===== config.mk =====
export PLATFORM = sky130hd
export DESIGN_NAME = fetch_sequencer
export DESIGN_NICKNAME = d
export VERILOG_FILES = /design/src/rtl/fetch_pkg.sv /design/src/rtl/fetch_skid_buf.sv /design/src/rtl/fetch_sequencer.sv
export SDC_FILE = /design/constraint.sdc
export NUM_CORES = 1
export LEC_CHECK = 0
export CAP_MARGIN = 20
export CORE_MARGIN = 4
export CORE_UTILIZATION = 46
export CTS_CLUSTER_DIAMETER = 200
export DETAILED_ROUTE_END_ITERATION = 10
export PLACE_DENSITY = 0.88
export SLEW_MARGIN = 10
export SYNTH_ARGS = -nofsm -noshare
export SYNTH_HDL_FRONTEND = slang
export SYNTH_HIERARCHICAL = 1
export SYNTH_SLANG_ARGS = --single-unit

===== constraint.sdc =====
create_clock -name clk -period 2.92 [get_ports clk]
set_input_delay 0.584 -clock clk [delete_from_list [all_inputs] [get_ports clk]]
set_output_delay 0.584 -clock clk [all_outputs]
set_load 0.02 [all_outputs]

===== src/rtl/fetch_pkg.sv =====
// Shared types and constants for the instruction-fetch sequencer.
package fetch_pkg;

  typedef enum logic [1:0] {
    ST_BOOT,
    ST_REQ,
    ST_HOLD,
    ST_DRAIN
  } fetch_state_t;

  localparam int unsigned INSTR_BYTES          = 4;
  localparam logic [31:0] DEFAULT_RESET_VECTOR = 32'h0000_0000;
  localparam logic [31:0] DEFAULT_TRAP_VECTOR  = 32'h0000_0100;

  function automatic logic is_misaligned(input logic [31:0] addr);
    return addr[1:0] != 2'b00;
  endfunction

endpackage


===== src/rtl/fetch_skid_buf.sv =====
// Two-entry output/skid register between instruction memory and decode.
module fetch_skid_buf (
  input  logic        clk,
  input  logic        rst_in,
  input  logic        load,
  input  logic [31:0] load_instr,
  input  logic [31:0] load_pc,
  input  logic        consume,
  input  logic        clear,
  output logic        out_valid,
  output logic [31:0] out_instr,
  output logic [31:0] out_pc
);

  logic        skid_valid;
  logic [31:0] skid_instr;
  logic [31:0] skid_pc;

  always_ff @(posedge clk) begin
    if (!rst_in) begin
      out_valid  <= 1'b0;
      out_instr  <= '0;
      out_pc     <= '0;
      skid_valid <= 1'b0;
      skid_instr <= '0;
      skid_pc    <= '0;
    end else if (clear) begin
      out_valid  <= 1'b0;
      skid_valid <= 1'b0;
    end else if (consume) begin
      // Skid always drains ahead of a fresh load to keep program order.
      if (skid_valid) begin
        out_instr  <= skid_instr;
        out_pc     <= skid_pc;
        skid_valid <= load;
        if (load) begin
          skid_instr <= load_instr;
          skid_pc    <= load_pc;
        end
      end else if (load) begin
        out_instr <= load_instr;
        out_pc    <= load_pc;
      end else begin
        out_valid <= 1'b0;
      end
    end else if (load) begin
      if (!out_valid) begin
        out_valid <= 1'b1;
        out_instr <= load_instr;
        out_pc    <= load_pc;
      end else begin
        skid_valid <= 1'b1;
        skid_instr <= load_instr;
        skid_pc    <= load_pc;
      end
    end
  end

endmodule


===== src/rtl/fetch_sequencer.sv =====
// Instruction-fetch controller: next-PC selection, imem req/ack handshake,
// redirect/trap handling and buffered delivery toward decode.
module fetch_sequencer
  import fetch_pkg::*;
#(
  parameter logic [31:0] RESET_VECTOR = DEFAULT_RESET_VECTOR,
  parameter logic [31:0] TRAP_VECTOR  = DEFAULT_TRAP_VECTOR
) (
  input  logic        clk,
  input  logic        rst_in,
  input  logic [31:0] pc_in,
  output logic [31:0] pc_next,
  output logic        imem_req,
  output logic [31:0] imem_addr,
  input  logic        imem_ack,
  input  logic [31:0] imem_rdata,
  input  logic        stall_in,
  input  logic        redirect_valid,
  input  logic [31:0] redirect_target,
  input  logic        trap_valid,
  output logic        if_valid,
  output logic [31:0] if_instr,
  output logic [31:0] if_pc,
  output logic        flush,
  output logic        misalign_err
);

  fetch_state_t state, state_nxt;
  logic [31:0]  pending;
  logic         pend_load;
  logic         buf_load;
  logic         buf_clear;
  logic         consume;
  logic         ev_any;
  logic         ev_misalign;
  logic [31:0]  ev_target;
  logic [31:0]  pc_seq;

  assign consume     = if_valid & ~stall_in;
  assign ev_any      = trap_valid | redirect_valid;
  assign ev_misalign = redirect_valid & ~trap_valid & is_misaligned(redirect_target);
  assign ev_target   = (trap_valid || ev_misalign) ? TRAP_VECTOR : redirect_target;
  assign pc_seq      = pc_in + 32'(INSTR_BYTES);
  assign imem_addr   = pc_in;

  always_comb begin
    state_nxt = state;
    pc_next   = pc_in;
    imem_req  = 1'b0;
    buf_load  = 1'b0;
    buf_clear = 1'b0;
    pend_load = 1'b0;
    if (!rst_in) begin
      state_nxt = ST_BOOT;
      pc_next   = RESET_VECTOR;
    end else begin
      case (state)
        ST_BOOT: begin
          state_nxt = ST_REQ;
          pc_next   = RESET_VECTOR;
          if (ev_any) begin
            buf_clear = 1'b1;
            pc_next   = ev_target;
          end
        end
        ST_REQ: begin
          imem_req = 1'b1;
          if (ev_any) begin
            buf_clear = 1'b1;
            if (imem_ack) begin
              pc_next = ev_target;
            end else begin
              pend_load = 1'b1;
              state_nxt = ST_DRAIN;
            end
          end else if (imem_ack) begin
            buf_load = 1'b1;
            pc_next  = pc_seq;
            if (if_valid && !consume) state_nxt = ST_HOLD;
          end
        end
        ST_HOLD: begin
          if (ev_any) begin
            buf_clear = 1'b1;
            pc_next   = ev_target;
            state_nxt = ST_REQ;
          end else if (consume) begin
            state_nxt = ST_REQ;
          end
        end
        ST_DRAIN: begin
          // Outstanding request must complete before the new target is issued.
          imem_req = 1'b1;
          if (ev_any) begin
            buf_clear = 1'b1;
            if (imem_ack) begin
              pc_next   = ev_target;
              state_nxt = ST_REQ;
            end else begin
              pend_load = 1'b1;
            end
          end else if (imem_ack) begin
            pc_next   = pending;
            state_nxt = ST_REQ;
          end
        end
        default: state_nxt = ST_BOOT;
      endcase
    end
  end

  always_ff @(posedge clk) begin
    if (!rst_in) begin
      state        <= ST_BOOT;
      pending      <= '0;
      flush        <= 1'b0;
      misalign_err <= 1'b0;
    end else begin
      state        <= state_nxt;
      flush        <= ev_any;
      misalign_err <= ev_misalign;
      if (pend_load) pending <= ev_target;
    end
  end

  fetch_skid_buf u_skid (
    .clk        (clk),
    .rst_in     (rst_in),
    .load       (buf_load),
    .load_instr (imem_rdata),
    .load_pc    (pc_in),
    .consume    (consume),
    .clear      (buf_clear),
    .out_valid  (if_valid),
    .out_instr  (if_instr),
    .out_pc     (if_pc)
  );

endmodule


-- Yosys cells after proc, flatten, opt, wreduce, memory -nomap -nowiden
Cells that the tools add are included.
- bits in registers: 166
- input port bits: 102
- output and inout bits: 132
- word-level logic and storage cells: 105
- add/sub/neg operators: 1
- equal/unequal tests: 13
- multiplexer cells: 57
- bitwise gates (word level): 8
- reductions and logical operators: 16
- operators with widths (operator ; number):
    $mux W32 ; 27
    $pmux W32 S4 ; 1
    $add A32 B3 Y32 const B ; 1
    $mux W1 ; 21
    $mux W2 ; 7
    $ne A3 B3 Y1 const B ; 4
    $reduce_and A5 Y1 ; 2
    $ne A2 B2 Y1 const B ; 4
    $pmux W2 S4 ; 1
    $reduce_bool A2 Y1 ; 4
    $eq A2 B2 Y1 const B ; 2
    $ne A2 B1 Y1 const B ; 2
    $not A1 Y1 ; 4
    $reduce_and A4 Y1 ; 1
    $reduce_or A2 Y1 ; 2
    $reduce_or A4 Y1 ; 1
    $and A1 B1 Y1 ; 3
    $reduce_and A3 Y1 ; 1
    $eq A2 B1 Y1 const B ; 1
    $logic_not A2 Y1 ; 1
    $reduce_and A2 Y1 ; 1
    $logic_and A1 B1 Y1 ; 1
    $logic_not A1 Y1 ; 1
    $logic_or A1 B1 Y1 ; 1
    $or A1 B1 Y1 ; 1

-- Longest topological paths before layout
- depth in word-level cells: 9
- gate-level depth with buffers: 10
- depth with buffers taken out: 6

-- Cells and area by module
The synthesis kept the hierarchy.
- by module, submodules not included (module ; instances ; cells each ; area each (µm²) ; sequential area each (µm²)):
    fetch_skid_buf ; 1 ; 686 ; 5741.8 ; 2602.5
    fetch_sequencer ; 1 ; 595 ; 4033.9 ; 720.7

-- Worst setup path after synthesis
OpenSTA, ideal clock, no wires.
- kind: input -> output
- start point: in pc_in[10]
- end point: out pc_next[27]
- arrival: 2.765 ns
- data required time: 2.336 ns
- slack: -0.429 ns
- stages on the path: 7
- buffers on the path: 2
- cell sequence: clkbuf_2 > nand4_1 > or4_1 > clkbuf_2 > or4_1 > a311o_1 > a31oi_1
- cells in the longest elaborated chain, start to end: 5
- RTL lines (element ; line ; text):
    start, declared ; fetch_sequencer.sv:11 ; input logic [31:0] pc_in,
    $add A32 B3 Y32 ; fetch_sequencer.sv:43 ; assign pc_seq = pc_in + 32'(INSTR_BYTES);
    $mux W32 ; fetch_sequencer.sv:76 ; end else if (imem_ack) begin
    $mux W32 ; fetch_sequencer.sv:68 ; if (ev_any) begin
    $pmux W32 S4 ; fetch_sequencer.sv:57 ; case (state)
    $mux W32 ; fetch_sequencer.sv:53 ; if (!rst_in) begin
    end, declared ; fetch_sequencer.sv:12 ; output logic [31:0] pc_next,
Every way passes these cells.

-- Worst setup path in the final report
- start point: in pc_in[13]
- end point: out pc_next[27]
The elaborated chain is that of the path after synthesis.

==> results.md <==
- Global route hottest layer: met2
- Worst-margin pin slew: 0.5648 ns
- First-pass GRT wire length: 61890 um
- Critical Path RT: 2.34 ns
- Worst-path maximum fanout: 2
- VDD IR max: 0.3712 mV
- Ant. Diodes: 0
- Storage element area: 3327 um^2
- Hold Startpoint: pending[11]
- GRT Residual Overflow: 0
- Net count, final: 1660
- ANT nets after route: 0
- Die outline height: 153.8 um
- Primary FF master, synth: dfxtp_1
- GRT met1 Usage: 0.4156
- RSZ-0062 raised after global routing: true
- Area of the multi-input gates: 5827 um^2
- TritonCTS clock tree: yes
- Mean cell area of the mapped netlist: 7.631 um^2
- Synth Instances: 1281
- Cell total after placement: 1808
- FF-to-FF Start: state[1]
- Clk slew on worst S/H paths: 0.08 ns
- Crit path from: pc_in[13]
- Starting Density: 0.4665
- Number of I/O pins: 234
- DRC errors left: 0
- Yosys Warn Count: 6
- Synthesized netlist net count: 1384
- Root Buffer: clkbuf_16
- Drt wl/cell: 21.85 um
- Rows: 53
- Crit path buffers/inverters: 2
- Crit path DAT: 2.52 ns
- EDFF count, synth: 0
- CTS max path bufs: 2
- Tmin final: 3.100 ns
- Vias in the first global route: 11400
- Maxcap violations: 0
- Hold Crit Class: reg2reg
- Vias post-DR: 11950
- Htree depth: 4
- Worst Setup End Kind: output pin
- Worst Setup Start Kind: primary input
- # setup viols final: 11
- Cell family with most CP delay: simple AND/OR/NAND/NOR gates
- Area growth from synthesis to layout: 44.17%
- Clock insertion delay at the later pin of the skew report: 0.42 ns
- Slew Viols, Final: 0
- Outcome: finished, violations left
- Fmax: 322.5 MHz
- Core region area: 20960 um^2
- Met3 Resource Use GR: 0.05629
- Largest net degree at the start of global routing: 129
- Hold_ws: 0.4594 ns
- WS Path Type: in2out
- Failing checks: setup timing
- Detailed Route Iter0 Violations: 1488
- GPL Wtd Cong: 0.9731
- Clock Sinks: 166
- Cell taking the most area after synthesis: dfxtp_1
- Final Power: 5.629 mW
- Port Buf Inserts: 233
- Final WL: 40320 um
- GRT met2 Usage: 0.5229
- Post-synthesis cell area: 9776 um^2
- Synth cell types: 69
- Sequential area share after synthesis: 0.3399
- Area fraction of the dominant cell type after synthesis: 0.3399
- Number of fill cells: 1759
- DRT Pass-1 Iters: 6
- Final worst-path cycle share: 1.062
- Final Skew: 0.01165 ns
- CP max stage delay: 0.54 ns
- Die W: 153.8 um
- Lkg Pwr: 5.095 nW
- Final Non-Filler Cells: 1845
- DIE AREA: 23650 um^2
- GRT Resource Usage Total: 0.3205
- Final count of hold timing violations: 0
- Relative slew slack: 0.6234
- Worst-path cell chain: buf_8, nand4_1, or4_4, or4_1, a311o_1, a31oi_4, buf_6
- Core Util, Final: 0.6726
- Area contributors post-synth: dfxtp_1, nand3_1, a311oi_1, a21oi_1, a211oi_1
- Number of synthesized register bits: 166
- Final worst-path setup slack: -0.1803 ns
- Initial antenna violation count: 0
- Via density: 6.478
- Share of layout cells above drive strength 1: 0.2217
- HPWL Detailed: 27470 um
- FFs w/ async S/R, synth: 0
- P per Cell Area: 399.4 nW/um^2
- CTS buffer count: 17
- Slowest cell on crit path: or4_1
-- cells in the final DEF (no fill, tap or decap), drive strengths merged, types with 38 or more instances in the layout --
master	synthesis	routed
buf	84	238
nor2	38	38
a211oi	69	69
a311oi	68	68
clkdlybuf4s50	0	170
nand2	133	133
nand3	160	160
o21ai	102	102
a21oi	117	117
dfxtp	166	166
-- where the power goes --
group,switching [mW],leakage [nW],internal (mW)
Sequential,0.0161,1.34,2.28
Combinational,0.611,3.47,0.488
Clock,1.08,0.284,1.14
-- timing repair --
action	in CTS	in global routing
buffers inserted	4	2
cloned	1	0
pin swaps	20	13
hold buffers	0	0
hold endpoints to repair	0	0
resized for setup	273	43
setup endpoints to repair	32	32
-- state kept, by name, indices dropped and copies added (netlist names) --
register	flops
u_skid/skid_pc	32
misalign_err	1
state	2
flush	1
u_skid/out_instr	32
u_skid/out_valid	1
u_skid/out_pc	32
u_skid/skid_valid	1
pending	32
u_skid/skid_instr	32
-- tightest hold or removal path: stages, from the launching register on --
cell and delay [ns]:
dfxtp_1 0.32, nand2_1 0.05, a21oi_1 0.05
-- path summary, 6_finish.rpt --
| kind | cells past startpoint | slack, ns | end |
|---|---|---|---|
| hold reg to reg | 2 | 0.46 | pending[11] |
| setup reg to reg | 10 | 0.41 | u_skid/out_instr[2] |
| setup / recovery | 7 | -0.18 | pc_next[27] |
| hold / removal | 2 | 0.46 | pending[11] |
-- cell families after synthesis --
kind of cell | count (synthesis) | share of synthesized area
muxes | 11 | 0.01305
DFF | 166 | 0.3399
and+or+nand+nor | 427 | 0.2130
buffers and inverters | 188 | 0.09574
adders and majority gates | 1 | 0.001280
xor gates and xnor gates | 4 | 0.003584
AOI/OAI and AO/OA | 484 | 0.3334
-- final cells by class --
| class | instances | share of cell area |
|---|---|---|
| clock buffer | 17 | 0.03018 |
| clock inverter | 15 | 0.01127 |
| inverter | 13 | 0.003729 |
| multi-input combinational | 927 | 0.4134 |
| sequential | 166 | 0.2361 |
| tap | 275 | 0.02441 |
| timing repair buffer | 432 | 0.2809 |
-- synthesized netlist by cell type (all sizes together) (8+ instances only) --
master  count
dfxtp     166
nand3     160
nand2     133
a21oi     117
o21ai     102
clkbuf     91
buf        84
a211oi     69
a311oi     68
nor2       38
a22o       30
nor3       15
o22ai      15
and3       13
inv        13
nor2b      12
a31oi      11
nand2b      9
nor4        9
a22oi       8
-- metal layers --
layer	up-vias	routed length, um	share of wire
li1	5386	-	-
met1	5615	15850	0.39
met2	807	18630	0.46
met3	143	3985	0.099
met4	0	1861	0.046
met5	-	0	0
-- stage by stage --
stage	TNS [ns]	cell area, um^2	worst slack [ns]
after global placement	-41.40	13260	-1.421
after CTS	-0.4186	13980	-0.1414
after floorplan	-0.2268	9821	-0.2268
after detailed placement	-44.48	13260	-1.422
final	-1.070	14090	-0.1803
after global routing	-1.739	14090	-0.2221
(Power assumes the default switching activity.)
